**src/rtl/cpu_clkctl.sv**
```systemverilog
// CPU clock-enable generator: power-of-two divider, run/step/halt modes,
// power-on/soft reset sequencer and a retired-tick counter for debug display.
module cpu_clkctl #(
    parameter int SEL_W     = 5,
    parameter int RST_TICKS = 3,
    parameter int DB_CYCLES = 16,
    parameter int CNT_W     = 16
) (
    input  logic             clki,
    input  logic             rst_n,
    input  logic [SEL_W-1:0] div_sel,
    input  logic [1:0]       mode,
    input  logic             step_btn,
    input  logic             sw_rst,
    output logic             cpu_ce,
    output logic             cpu_rst,
    output logic [CNT_W-1:0] tick_cnt,
    output logic [1:0]       state
);

    localparam int DIV_W = 1 << SEL_W;
    localparam int DB_W  = $clog2(DB_CYCLES + 1);

    typedef enum logic [1:0] {
        S_RESET_SEQ = 2'b00,
        S_RUN       = 2'b01,
        S_STEP      = 2'b10,
        S_HALT      = 2'b11
    } state_t;

    state_t             state_q, state_d, mode_state;
    logic [DIV_W-1:0]   div_cnt_q, div_cnt_d, div_term;
    logic [SEL_W-1:0]   div_sel_q, div_sel_d;
    logic               div_tick, sel_changed;
    logic               sync1_q, sync1_d, sync2_q, sync2_d;
    logic               stable_q, stable_d, step_req;
    logic [DB_W-1:0]    db_cnt_q, db_cnt_d;
    logic [7:0]         rst_cnt_q, rst_cnt_d;
    logic               cpu_ce_q, cpu_ce_d, cpu_rst_q, cpu_rst_d;
    logic [CNT_W-1:0]   tick_cnt_q, tick_cnt_d;

    always_comb begin
        // Divider: a rate change restarts the period so the new rate is exact.
        div_sel_d   = div_sel;
        div_term    = ({{(DIV_W-1){1'b0}}, 1'b1} << div_sel_q) - {{(DIV_W-1){1'b0}}, 1'b1};
        sel_changed = (div_sel != div_sel_q);
        div_tick    = !sel_changed && (div_cnt_q == div_term);
        div_cnt_d   = (sel_changed || div_tick) ? '0 : div_cnt_q + 1'b1;

        // Button synchroniser and debounce; step_req fires on the accepted rising edge.
        sync1_d  = step_btn;
        sync2_d  = sync1_q;
        stable_d = stable_q;
        db_cnt_d = '0;
        if (sync2_q != stable_q) begin
            if (db_cnt_q == DB_W'(DB_CYCLES - 1)) begin
                stable_d = sync2_q;
            end else begin
                db_cnt_d = db_cnt_q + 1'b1;
            end
        end
        step_req = stable_d && !stable_q;

        case (mode)
            2'b00:   mode_state = S_RUN;
            2'b01:   mode_state = S_STEP;
            default: mode_state = S_HALT;
        endcase

        state_d    = state_q;
        rst_cnt_d  = rst_cnt_q;
        tick_cnt_d = tick_cnt_q;
        cpu_ce_d   = 1'b0;
        if (sw_rst) begin
            state_d    = S_RESET_SEQ;
            rst_cnt_d  = '0;
            tick_cnt_d = '0;
        end else begin
            case (state_q)
                S_RESET_SEQ: begin
                    if (rst_cnt_q == 8'(RST_TICKS)) begin
                        state_d = mode_state;
                    end else if (div_tick) begin
                        cpu_ce_d  = 1'b1;
                        rst_cnt_d = rst_cnt_q + 1'b1;
                    end
                end
                S_RUN: begin
                    cpu_ce_d = div_tick;
                    state_d  = mode_state;
                end
                S_STEP: begin
                    cpu_ce_d = step_req;
                    state_d  = mode_state;
                end
                default: begin
                    state_d = mode_state;
                end
            endcase
            if (cpu_ce_d && state_q != S_RESET_SEQ) begin
                tick_cnt_d = tick_cnt_q + 1'b1;
            end
        end
        cpu_rst_d = (state_d == S_RESET_SEQ);
    end

    always_ff @(posedge clki or negedge rst_n) begin
        if (!rst_n) begin
            state_q    <= S_RESET_SEQ;
            div_cnt_q  <= '0;
            div_sel_q  <= '0;
            sync1_q    <= 1'b0;
            sync2_q    <= 1'b0;
            stable_q   <= 1'b0;
            db_cnt_q   <= '0;
            rst_cnt_q  <= '0;
            cpu_ce_q   <= 1'b0;
            cpu_rst_q  <= 1'b1;
            tick_cnt_q <= '0;
        end else begin
            state_q    <= state_d;
            div_cnt_q  <= div_cnt_d;
            div_sel_q  <= div_sel_d;
            sync1_q    <= sync1_d;
            sync2_q    <= sync2_d;
            stable_q   <= stable_d;
            db_cnt_q   <= db_cnt_d;
            rst_cnt_q  <= rst_cnt_d;
            cpu_ce_q   <= cpu_ce_d;
            cpu_rst_q  <= cpu_rst_d;
            tick_cnt_q <= tick_cnt_d;
        end
    end

    assign cpu_ce   = cpu_ce_q;
    assign cpu_rst  = cpu_rst_q;
    assign tick_cnt = tick_cnt_q;
    assign state    = state_q;

endmodule

```
**config.mk**
```make
export PLATFORM = sky130hd
export DESIGN_NAME = cpu_clkctl
export DESIGN_NICKNAME = d
export VERILOG_FILES = /design/src/rtl/cpu_clkctl.sv
export SDC_FILE = /design/constraint.sdc
export NUM_CORES = 1
export LEC_CHECK = 0
export ABC_AREA = 1
export CELL_PAD_IN_SITES_DETAIL_PLACEMENT = 1
export CELL_PAD_IN_SITES_GLOBAL_PLACEMENT = 1
export CORE_MARGIN = 2
export CORE_UTILIZATION = 46
export CTS_BUF_LIST = sky130_fd_sc_hd__clkbuf_4
export DETAILED_ROUTE_END_ITERATION = 10
export PLACE_DENSITY_LB_ADDON = 0.2
export SYNTH_ARGS = -nofsm -noshare
export SYNTH_HDL_FRONTEND = slang
export SYNTH_SLANG_ARGS = --single-unit
```
**constraint.sdc**
```tcl
create_clock -name clki -period 3 [get_ports clki]
set_input_delay 0.3 -clock clki [delete_from_list [all_inputs] [get_ports clki]]
set_output_delay 0.3 -clock clki [all_outputs]
set_load 0.05 [all_outputs]
```
==> key figures <==
Placed design
  • Cells after DPL: 1085
  • Place WS: -0.194 ns
  • Routability cong.: about 0.98
  • IO Port Bufs: 30
  • Area after DPL: ~6800 um2
  • Post-DP HPWL: 14700 um

Yosys
  • Yosys warns: 0
  • Syn avg cell area: between 7 and 8 um2
  • Syn nets: just under 900
  • Post-synth top cells: nand2_1, nor2_1, inv_1
  • EDFF count, synth: 0
  • Distinct cells, synth: 53
  • Most area-consuming cells after synthesis: dfrtp_1, nand2_1, xor2_1, nor2_1, inv_1
  • Cells after Synth: 878
  • Sequential share of the synthesized area: around 29%
  • Seq cells post-synth: 73
  • Top-area cell type share of the netlist area: 29.0%
  • Most frequent cell after synthesis: nand2_1
  • Fraction of registers with async set/reset: 100%
  • Mapped cell area: 6200 um2
  • Synth area leader: dfrtp_1
  • Post-synth top flop: dfrtp_1

Layout
  • Share of layout cells above drive strength 1: between 15 and 20%
  • Finished Cell Area: approximately 7000 um2
  • # nets final: 941
  • Filler instances: 1719
  • Non-filler cells, final: between 1000 and 1500
  • Area delta synth->final: 14.2%
  • Multi-input combinational cell area: a little under 4000 um2
  • FF/Latch Area: about 1800 um2

Timing
  • Worst-Margin Slew: approximately 1 ns
  • Worst Setup Slack, final: 0.107 ns
  • Fmax: between 0.3 and 0.4 GHz
  • Slew margin rel.: about a third
  • Fin. max-slew vios: 0
  • Final min period: 2.89 ns
  • Fin. Hold Viols: 0
  • Clock skew: approximately 0.023 ns
  • Setup TNS: 0 ns
  • Period utilization: between 90% and 100%
  • Final setup vio count: 0

CTS
  • Clock latency on the worst-skew pair: ~0.48 ns
  • Worst-path clk slew: 0.14 ns
  • Clk buf depth: 2
  • H-tree depth: 3
  • Clock Sinks: 73
  • Clk root buf: clkbuf_4
  • CTS tree: yes
  • CTS Buf Count: 9

Route
  • Post-DR vias/cell: approximately 5.5
  • Post-DRT Antenna Nets: 0
  • WL/cell: ~17 um
  • Remaining DRCs: 0
  • Final wirelength: roughly 19000 um
  • First DRT Iteration DRCs: 338
  • Drt pass-1 iters: 7
  • Vias post-DR: between 6000 and 7000

Die
  • Ports: 31
  • Rows: 42
  • Total core area: 13200 um2
  • Initial core utilization: roughly 47%
  • DIE HEIGHT: approximately 120 um
  • Die W: about 120 um
  • Die ar.: 14400 um2

Worst setup path
  • Crit Path Max Fanout: 7
  • Critical path data arrival time: 3.26 ns
  • Setup crit end: tick_cnt[12]
  • Critical path launch point: div_sel_q[0]
  • Critical path class: reg -> reg
  • Worst setup EP type: register
  • Critical path launch point type: register
  • Reg2reg path depth: 20
  • Register-to-register setup slack: between 0.1 and 0.15 ns
  • Worst path required time: between 3 and 4 ns
  • Worst reg2reg endpoint: tick_cnt[12]
  • FF-to-FF Start: div_sel_q[0]

Power
  • Total Power: 2.26 mW
  • Leakage: around 3.3 nW
  • Power per cell area: roughly 320 nW/um2
  • Max VDD drop: about 250 uV

Global routing
  • First-pass GRT wire length: around 31000 um
  • Total GRT Usage: 27.5%
  • Initial antenna violation count: 1
  • Vias in the first global route: 6226
  • Largest net degree at the start of global routing: 74
  • Grt ovf: 0

Flow run
  • Max-Cap Viols: 0

Min path
  • Worst hold path type: in -> reg
  • Hold Path Depth: 1

Outcome
  • Status: finished, final reports clean
[repair_timing]
action / 4_1_cts / 5_1_grt
pin swaps: 0 / 8
resized for setup: 1 / 26
hold buffers: 1 / 0
buffers inserted: 1 / 3
setup endpoints to repair: 45 / 55
endpoints found under the hold margin: 13 / 0
[worst max-delay path, stage by stage (launching register included)]
cell and delay, ns:
dfrtp_2 0.53, inv_6 0.13, nor2_8 0.05, buf_4 0.14
nand4_2 0.12, nand2_1 0.09, nor2_1 0.19, nand2_1 0.14
nor2_2 0.15, nand2_1 0.08, nand2_1 0.09, nand2_1 0.10
inv_2 0.06, nand2_1 0.04, nor2_1 0.10, nand2_1 0.10
nor2_4 0.14, nand4_4 0.18, buf_4 0.21, nand4_1 0.06
nand2_1 0.07
[metrics by stage]
stage / util (%) / hold slack [ns]
detailed placement: 51.4 / 0.348
floorplan: - / 0.00441
CTS: 52.6 / 0.232
finish: 53.7 / 0.251
global route: 53.7 / 0.264
global placement: 51.4 / 0.337
[kinds of logic (layout without fill, tap and decap cells)]
logic type	count (synthesis)	count (layout)	share of synthesized area [%]
flip-flops	73	73	29.5
other	0	1	0
adder cells (fa/ha/maj)	5	5	1.01
buffers and inverters	131	183	9.40
AND/OR/NAND/NOR	570	570	46.8
XOR/XNOR	69	69	9.86
AO/OA/AOI/OAI	30	30	3.41
[cells in the final DEF, fill, tap and decap left out, drive strengths merged]
cell type	count
clkdlybuf4s50	29
nor4	10
o21bai	1
inv	104
o21ai	8
and2	2
bufinv	1
nand3b	4
o311ai	1
nand2	232
nand3	76
o221ai	1
diode	1
a22oi	1
a41oi	2
nor2	152
a311oi	1
dfstp	1
o31ai	1
clkbuf	11
a21boi	1
a31oi	3
o2111ai	1
nor3	20
xor2	60
buf	31
dlygate4sd3	1
nand2b	1
clkinv	6
nor3b	6
dfrtp	72
xnor2	9
a2111oi	1
a21oi	7
a211oi	1
ha	5
nand4	62
or2	5
[routing by layer]
metal  track usage (%)  up-vias  part of all wire [%]
met5                 0        -                     0
met4              9.78        0                   2.3
met3              2.90       26                   2.1
met2              45.8       77                    48
met1              37.0     3012                    47
li1                  -     2941                     -
[worst min-delay path by stage]
| stage | from | endpoint | slack, ns |
|---|---|---|---|
| global route | step_btn | sync1_q | 0.26 |
| global placement | sync1_q | sync2_q | 0.34 |
| finish | step_btn | sync1_q | 0.25 |
| CTS | step_btn | sync1_q | 0.23 |
| floorplan | rst_n | cpu_ce | 0.004 |
| detailed placement | sync1_q | sync2_q | 0.35 |
[sequential cells by signal, summed over array words and instances, names as in the netlist, 2 cells and up]
register and cells:
state 2, rst_cnt_q 8, div_cnt_q 32, db_cnt_q 5, div_sel_q 5, tick_cnt 16
[final cells by class]
type / count / share of cell area (%)
antenna: 1 / 0.0353
clock buffer: 11 / 1.17
clock inverter: 5 / 0.795
inverter: 106 / 5.87
multi-input combinational: 674 / 55.0
sequential: 73 / 25.8
tap: 176 / 3.11
timing repair buffer: 61 / 8.16
[power by group]
part / switching (mW) / total [mW] / internal, mW
clock: 0.402 / 0.675 / 0.273
sequential: 0.0261 / 1.03 / 1.01
combinational: 0.377 / 0.548 / 0.170
total: 0.805 / 2.26 / 1.45
Power figures use the tool's default switching activity.
